===== src/rtl/seq_int_divider.sv =====
// Multi-cycle radix-2 restoring integer divider with stb/ack operand and result handshakes.
// Produces quotient, remainder and a divide-by-zero flag; signed or unsigned by parameter.
module seq_int_divider #(
  parameter int unsigned WIDTH  = 32,
  parameter bit          SIGNED = 1'b1
) (
  input  logic             clk,
  input  logic             rst,
  input  logic [WIDTH-1:0] input_a,
  input  logic             input_a_stb,
  output logic             input_a_ack,
  input  logic [WIDTH-1:0] input_b,
  input  logic             input_b_stb,
  output logic             input_b_ack,
  output logic [WIDTH-1:0] output_z,
  output logic [WIDTH-1:0] output_r,
  output logic             output_dbz,
  output logic             output_z_stb,
  input  logic             output_z_ack
);

  localparam int unsigned CW = $clog2(WIDTH + 1);

  typedef enum logic [2:0] {
    GET_A  = 3'd0,
    GET_B  = 3'd1,
    PREP   = 3'd2,
    DIVIDE = 3'd3,
    FIXUP  = 3'd4,
    PUT_Z  = 3'd5
  } state_t;

  state_t           state, state_n;
  logic [WIDTH-1:0] a_reg, a_reg_n;
  logic [WIDTH-1:0] divisor, divisor_n;
  logic [WIDTH-1:0] rem, rem_n;
  logic [WIDTH-1:0] quo, quo_n;
  logic [CW-1:0]    count, count_n;
  logic             neg_q, neg_q_n;
  logic             neg_r, neg_r_n;
  logic             a_ack_n, b_ack_n, z_stb_n, dbz_n;
  logic [WIDTH-1:0] z_n, r_n;
  logic [WIDTH:0]   trial;

  // Magnitude of an operand; the most negative value maps to its unsigned magnitude.
  function automatic logic [WIDTH-1:0] magnitude(input logic [WIDTH-1:0] x);
    if (SIGNED && x[WIDTH-1]) begin
      magnitude = WIDTH'(~x + WIDTH'(1));
    end else begin
      magnitude = x;
    end
  endfunction

  always_ff @(posedge clk or negedge rst) begin
    if (!rst) begin
      state        <= GET_A;
      a_reg        <= '0;
      divisor      <= '0;
      rem          <= '0;
      quo          <= '0;
      count        <= '0;
      neg_q        <= 1'b0;
      neg_r        <= 1'b0;
      input_a_ack  <= 1'b0;
      input_b_ack  <= 1'b0;
      output_z_stb <= 1'b0;
      output_dbz   <= 1'b0;
      output_z     <= '0;
      output_r     <= '0;
    end else begin
      state        <= state_n;
      a_reg        <= a_reg_n;
      divisor      <= divisor_n;
      rem          <= rem_n;
      quo          <= quo_n;
      count        <= count_n;
      neg_q        <= neg_q_n;
      neg_r        <= neg_r_n;
      input_a_ack  <= a_ack_n;
      input_b_ack  <= b_ack_n;
      output_z_stb <= z_stb_n;
      output_dbz   <= dbz_n;
      output_z     <= z_n;
      output_r     <= r_n;
    end
  end

  always_comb begin
    state_n   = state;
    a_reg_n   = a_reg;
    divisor_n = divisor;
    rem_n     = rem;
    quo_n     = quo;
    count_n   = count;
    neg_q_n   = neg_q;
    neg_r_n   = neg_r;
    a_ack_n   = input_a_ack;
    b_ack_n   = input_b_ack;
    z_stb_n   = output_z_stb;
    dbz_n     = output_dbz;
    z_n       = output_z;
    r_n       = output_r;
    // Shifted partial remainder minus divisor; the top bit is the borrow.
    trial     = {rem, quo[WIDTH-1]} - {1'b0, divisor};

    unique case (state)
      GET_A: begin
        if (input_a_ack && input_a_stb) begin
          a_reg_n = input_a;
          a_ack_n = 1'b0;
          b_ack_n = 1'b1;
          state_n = GET_B;
        end else begin
          a_ack_n = 1'b1;
        end
      end
      GET_B: begin
        if (input_b_ack && input_b_stb) begin
          divisor_n = input_b;
          b_ack_n   = 1'b0;
          state_n   = PREP;
        end else begin
          b_ack_n = 1'b1;
        end
      end
      PREP: begin
        neg_q_n   = SIGNED & (a_reg[WIDTH-1] ^ divisor[WIDTH-1]);
        neg_r_n   = SIGNED & a_reg[WIDTH-1];
        quo_n     = magnitude(a_reg);
        divisor_n = magnitude(divisor);
        rem_n     = '0;
        count_n   = CW'(WIDTH);
        if (divisor == '0) begin
          z_n     = '1;
          r_n     = a_reg;
          dbz_n   = 1'b1;
          z_stb_n = 1'b1;
          state_n = PUT_Z;
        end else begin
          dbz_n   = 1'b0;
          state_n = DIVIDE;
        end
      end
      DIVIDE: begin
        if (!trial[WIDTH]) begin
          rem_n = trial[WIDTH-1:0];
        end else begin
          rem_n = {rem[WIDTH-2:0], quo[WIDTH-1]};
        end
        quo_n   = {quo[WIDTH-2:0], ~trial[WIDTH]};
        count_n = count - CW'(1);
        if (count == CW'(1)) begin
          state_n = FIXUP;
        end
      end
      FIXUP: begin
        z_n     = neg_q ? WIDTH'(~quo + WIDTH'(1)) : quo;
        r_n     = neg_r ? WIDTH'(~rem + WIDTH'(1)) : rem;
        z_stb_n = 1'b1;
        state_n = PUT_Z;
      end
      PUT_Z: begin
        if (output_z_stb && output_z_ack) begin
          z_stb_n = 1'b0;
          state_n = GET_A;
        end
      end
      default: begin
        state_n = GET_A;
      end
    endcase
  end

endmodule


===== config.mk =====
export PLATFORM = sky130hd
export DESIGN_NAME = seq_int_divider
export DESIGN_NICKNAME = d
export VERILOG_FILES = /design/src/rtl/seq_int_divider.sv
export SDC_FILE = /design/constraint.sdc
export NUM_CORES = 1
export LEC_CHECK = 0
export ABC_CLOCK_PERIOD_IN_PS = 4500
export BUFFER_PORTS_ARGS = -buffer_cell sky130_fd_sc_hd__buf_2
export CORE_ASPECT_RATIO = 0.75
export CORE_MARGIN = 2
export CORE_UTILIZATION = 25
export DETAILED_ROUTE_END_ITERATION = 10
export PLACE_DENSITY = 0.5
export REMOVE_ABC_BUFFERS = 1
export SYNTH_ARGS = -nofsm -noshare
export SYNTH_HDL_FRONTEND = slang
export SYNTH_SLANG_ARGS = --single-unit

===== constraint.sdc =====
create_clock -name clk -period 4.5 [get_ports clk]
set_input_delay 0.45 -clock clk [delete_from_list [all_inputs] [get_ports clk]]
set_output_delay 0.45 -clock clk [all_outputs]
set_load 0.02 [all_outputs]

After elaboration in Yosys (flattened, before gate mapping). Cells that the tools add are included. W data, S select, Z words.

Register bits: 207. Bits of input ports: 69. Output and inout port bits: 68. Word-level logic and storage cells: 84.

$add $sub $neg: 6. Equal/unequal tests: 12. Mux-type cells: 28. Bitwise logic cells: 6. Reduce and logical (&&, ||, !) cells: 17.

Operator list (count): $pmux W32 S2 (5); $mux W32 (8); $add A32 B1 Y32 const B (4); $not A32 Y32 (4); $sub A33 B32 Y33 (1); $logic_not A32 Y1 (1); $pmux W3 S6 (1); $mux W3 (5); $ne A2 B2 Y1 const B (6); $pmux W6 S2 (1); $reduce_and A2 Y1 (4); $reduce_bool A2 Y1 (4); $eq A3 B2 Y1 const B (2); $eq A3 B3 Y1 const B (2); $eq A6 B1 Y1 const B (1); $mux W1 (6); $reduce_and A3 Y1 (2); $sub A6 B1 Y6 const B (1); $reduce_and A4 Y1 (1); $eq A3 B1 Y1 const B (1); $logic_and A1 B1 Y1 (3); $logic_not A3 Y1 (1); $pmux W1 S3 (1); $reduce_bool A3 Y1 (1); other kinds (3) (3).

Logic depth before layout (Yosys ltp).
Depth after elaboration: 4. Depth in mapped cells: 14. Depth with buffers taken out: 12.

Least setup slack after synthesis. Ideal clock, no wire load.

Kind: register to register. Start: register divisor[11]. End: register rem[17]. Setup time: 126 ps. Arrival: 3140 ps. Slack: 1233 ps. Cell stages (with the launch flop): 14. Path buffers: 3. Clock period less this slack: 3267 ps. Path through: dfrtp_1 inv_1 ha_1 clkbuf_1 a2111oi_0 and4_1 o21a_1 o21ai_1 o21ai_0 a211o_1 clkbuf_1 buf_2 nor2_1 a311o_1.

Cells in the longest elaborated chain, start to end: 3.

Ends and longest elaborated chain: start, declared (line 35) `logic [WIDTH-1:0] divisor, divisor_n;`; start signal, assigned (line 73) `divisor <= divisor_n;`; $sub A33 B32 Y33 (line 104) `trial = {rem, quo[WIDTH-1]} - {1'b0, divisor};`; $mux W32 (line 145) `if (!trial[WIDTH]) begin`; $pmux W32 S2 (line 106) `unique case (state)`; end signal, assigned (line 74) `rem <= rem_n;`; end, declared (line 36) `logic [WIDTH-1:0] rem, rem_n;`.

Every way passes these cells. A chain may end at the register's enable or synchronous reset.

Final worst setup path.
Start: register divisor[1]. End: register output_r[9].

Cells in the longest elaborated chain, start to end: 3.

Ends and longest elaborated chain: $logic_not A32 Y1 (line 133) `if (divisor == '0) begin`; $ne A2 B2 Y1 (no line); $reduce_and A2 Y1 (no line); end signal, assigned (line 84) `output_r <= r_n;`; end, declared (line 16) `output logic [WIDTH-1:0] output_r,`.

Every way passes these cells.

==> impl_metrics.py <==
metrics = {
    "status": {
        "outcome": "finished clean",
    },
    "die": {
        "placementRows": 71,
        "fp.dieH_um": 200.5,
        "top_level_ports": 137,
        "coreArea_mm2": 0.05055,
        "die_x_um": 266.1,
        "dieArea_mm2": 0.05335,
        "effective_utilization_at_floorplan_pct": 25.47,
    },
    "critical_path": {
        "timing.critical_path.fanout_max": 33,
        "critical_path_arrival_ns": 4.19,
        "required_ns": 4.96,
        "timing_worst_setup_path_type": "reg2reg",
        "critPathLaunchType": "flop",
        "type_of_element_capturing_the_critical_path": "flop",
    },
    "drt": {
        "detail_route.vias_per_cell": 5.093,
        "vias": 11400,
        "drt_pre_antenna_iters": 5,
        "detailedRoute.firstIterationViolations": 855,
        "wl_um": 40100,
        "ant_nets": 0,
        "final_routed_wire_length_divided_by_cell_count_um": 17.92,
        "route.detailed.drc": 0,
    },
    "sta": {
        "hold_violations": 0,
        "worst_clock_skew_ns": 0.01535,
        "period_minus_slack_ns": 3.733,
        "finalSetupViolations": 0,
        "layout_worst_path_cycle_share_pct": 82.95,
        "maxClockFrequency_mhz": 267.9,
        "timing.final.max_slew_violations": 0,
        "timing.max_slew.rel_slack_pct": 13.48,
        "final.setup.tns_ns": 0,
        "timing_worst_slew_pin_value_ns": 1.281,
        "unrepaired_setup_endpoints_after_global_routing": "false",
    },
    "synthesis": {
        "ys_async_rst_share_pct": 100.0,
        "syn-instance-count": 1471,
        "cell_area_after_synthesis_mm2": 0.01288,
        "synth_flop_cell": "sky130_fd_sc_hd__dfrtp_1",
        "yosysWarningCount": 0,
        "post_synth.cell_area_avg_um2": 8.753,
        "synth.cells.most_frequent": "207 x sky130_fd_sc_hd__dfrtp_1, 160 x sky130_fd_sc_hd__nand2_1, 124 x sky130_fd_sc_hd__a21oi_1, 118 x sky130_fd_sc_hd__o21ai_0, 115 x sky130_fd_sc_hd__nor2_1",
        "synthDominantCellAreaShare_pct": 40.23,
        "synth_top_area_cell": "sky130_fd_sc_hd__dfrtp_1",
        "synth.distinct_cells": 71,
        "post_synthesis_register_bit_count": 207,
        "synthTopCellsByArea": "sky130_fd_sc_hd__dfrtp_1 40%, sky130_fd_sc_hd__xor2_1 5.0%, sky130_fd_sc_hd__a21oi_1 4.8%",
        "synth_edf_count": 0,
        "most_used_standard_cell_by_instance_count_after_synthesis": "sky130_fd_sc_hd__dfrtp_1",
        "synth_sequential_area_ratio_pct": 40.23,
    },
    "power_and_ir_drop": {
        "power.ir.vdd_worst_uv": 384.7,
        "cellLeakagePower_nw": 6.674,
        "powerDensity_mw_per_mm2": 710.2,
    },
    "clocking": {
        "htree_num_levels": 1,
        "cts_tree": "yes",
        "insertion_delay_ns": 0.54,
        "clk_path_buf_depth": 3,
        "cts-buffers-inserted": 24,
        "clock_root_buffer": "sky130_fd_sc_hd__clkbuf_16",
        "clk_pin_slew_ns": 0.07,
        "cts-hold-fix-buffers": 0,
        "cts.repair_timing.setup_buffer_count": 0,
        "numClockSinks": 207,
        "ctsResizeCount": 0,
    },
    "global_route": {
        "pin_count_of_the_biggest_net_entering_global_routing": 103,
        "grt_pass1_wl_um": 64420,
        "grt_antenna_before_repair": 1,
        "grtUsageTotal_pct": 14.94,
        "grt.overflow.total": 0,
        "first_global_vias": 10980,
    },
    "hold_path": {
        "hold_class": "in2async",
    },
    "cells_and_area": {
        "finalCoreUtilization_pct": 29.78,
        "diodes": 0,
        "final_nets": 1672,
        "area_growth_syn_to_layout_pct": 16.90,
        "postLayoutCellArea_mm2": 0.01505,
        "layout-drive-gt1-share_pct": 15.75,
    },
    "run": {
        "maxCapViolCount": 0,
    },
    "placed_design": {
        "hpwl_um": 29390,
        "finalWeightedCongestion": 0.9049,
        "port_buffers": 136,
        "dpl-instance-area_mm2": 0.01419,
    },
}
-- through the flow --
step | hold slack, ns | power (W) | cells | setup slack [ns]
floorplan | 0.1544 | 0.006881 | 1385 | 0.2300
global placement | 0.5029 | 0.008484 | 2195 | 0.9056
detailed placement | 0.5139 | 0.008556 | 2195 | 0.8295
CTS | 0.04490 | 0.01080 | 2238 | 0.7949
global route | 0.07083 | 0.01158 | 2238 | 0.4792
finish | 0.01778 | 0.01069 | 2238 | 0.7675
-- per-layer routing --
layer  track usage, %  part of all wire, %
met4            2.388                  1.3
met2            22.15                   42
met1            22.84                   51
met3            2.502                  5.5
met5                0                    0
-- cells by family (layout without fill, tap and decap cells) --
group / Yosys count / after routing / synth area share, %
AO/OA/AOI/OAI: 426 / 426 / 20.50
XOR/XNOR: 121 / 121 / 8.230
buffers and inverters: 140 / 250 / 4.363
AND/OR/NAND/NOR: 474 / 474 / 17.54
multiplexers: 64 / 64 / 5.286
adder cells (fa/ha/maj): 39 / 39 / 3.848
flip-flops: 207 / 207 / 40.23
-- critical path: stages, from the launching register on --
cell,delay [ns]
sky130_fd_sc_hd__dfrtp_1,0.40
sky130_fd_sc_hd__inv_1,0.12
sky130_fd_sc_hd__ha_1,0.23
sky130_fd_sc_hd__nor3b_1,0.36
sky130_fd_sc_hd__nand4_1,0.36
sky130_fd_sc_hd__or4_4,0.63
sky130_fd_sc_hd__or2_4,0.27
sky130_fd_sc_hd__nor3_4,0.23
sky130_fd_sc_hd__and3_2,0.34
sky130_fd_sc_hd__buf_4,0.40
sky130_fd_sc_hd__nand2_1,0.10
sky130_fd_sc_hd__a31oi_1,0.16
-- worst paths after layout --
path	start	cells after the start	end	slack, ns
worst max-delay path	divisor[1]	11	output_r[9]	0.77
worst min-delay path	rst	1	rem[4]	0.02
worst max register to register	divisor[1]	11	output_r[9]	0.77
worst min register to register	divisor[15]	1	divisor[15]	0.53
max in group asynchronous	rst	2	quo[19]	3.35
min in group clk	input_b[25]	3	divisor[25]	0.12
-- cell type report --
| class | count | area (um^2) |
|---|---|---|
| tap | 657 | 822.0 |
| clock inverter | 10 | 160.2 |
| timing repair buffer | 153 | 829.5 |
| sequential | 207 | 5181 |
| fill | 5370 | 35500 |
| clock buffer | 33 | 705.7 |
| multi-input combinational | 1124 | 7151 |
| inverter | 54 | 202.7 |
-- where the power goes --
part           internal (W)  switching [W]  total (W)
Combinational       0.00194        0.00292    0.00486
Clock               0.00133       0.000848    0.00217
Sequential          0.00262        0.00103    0.00365
-- cells in the final DEF, fill, tap and decap left out, types with 32 or more instances in the layout --
| master | synthesis | layout |
|---|---|---|
| sky130_fd_sc_hd__xor2_1 | 73 | 73 |
| sky130_fd_sc_hd__a21oi_1 | 124 | 124 |
| sky130_fd_sc_hd__mux2i_1 | 32 | 32 |
| sky130_fd_sc_hd__o21ai_0 | 118 | 118 |
| sky130_fd_sc_hd__nor3_1 | 51 | 51 |
| sky130_fd_sc_hd__nor2_1 | 115 | 115 |
| sky130_fd_sc_hd__xnor2_1 | 48 | 48 |
| sky130_fd_sc_hd__ha_1 | 38 | 38 |
| sky130_fd_sc_hd__mux2_2 | 32 | 32 |
| sky130_fd_sc_hd__nand2_1 | 160 | 160 |
| sky130_fd_sc_hd__buf_2 | 5 | 135 |
| sky130_fd_sc_hd__inv_1 | 54 | 54 |
| sky130_fd_sc_hd__dfrtp_1 | 207 | 206 |
| sky130_fd_sc_hd__o31ai_1 | 34 | 34 |
No activity file was read; power rests on OpenSTA's default activity.
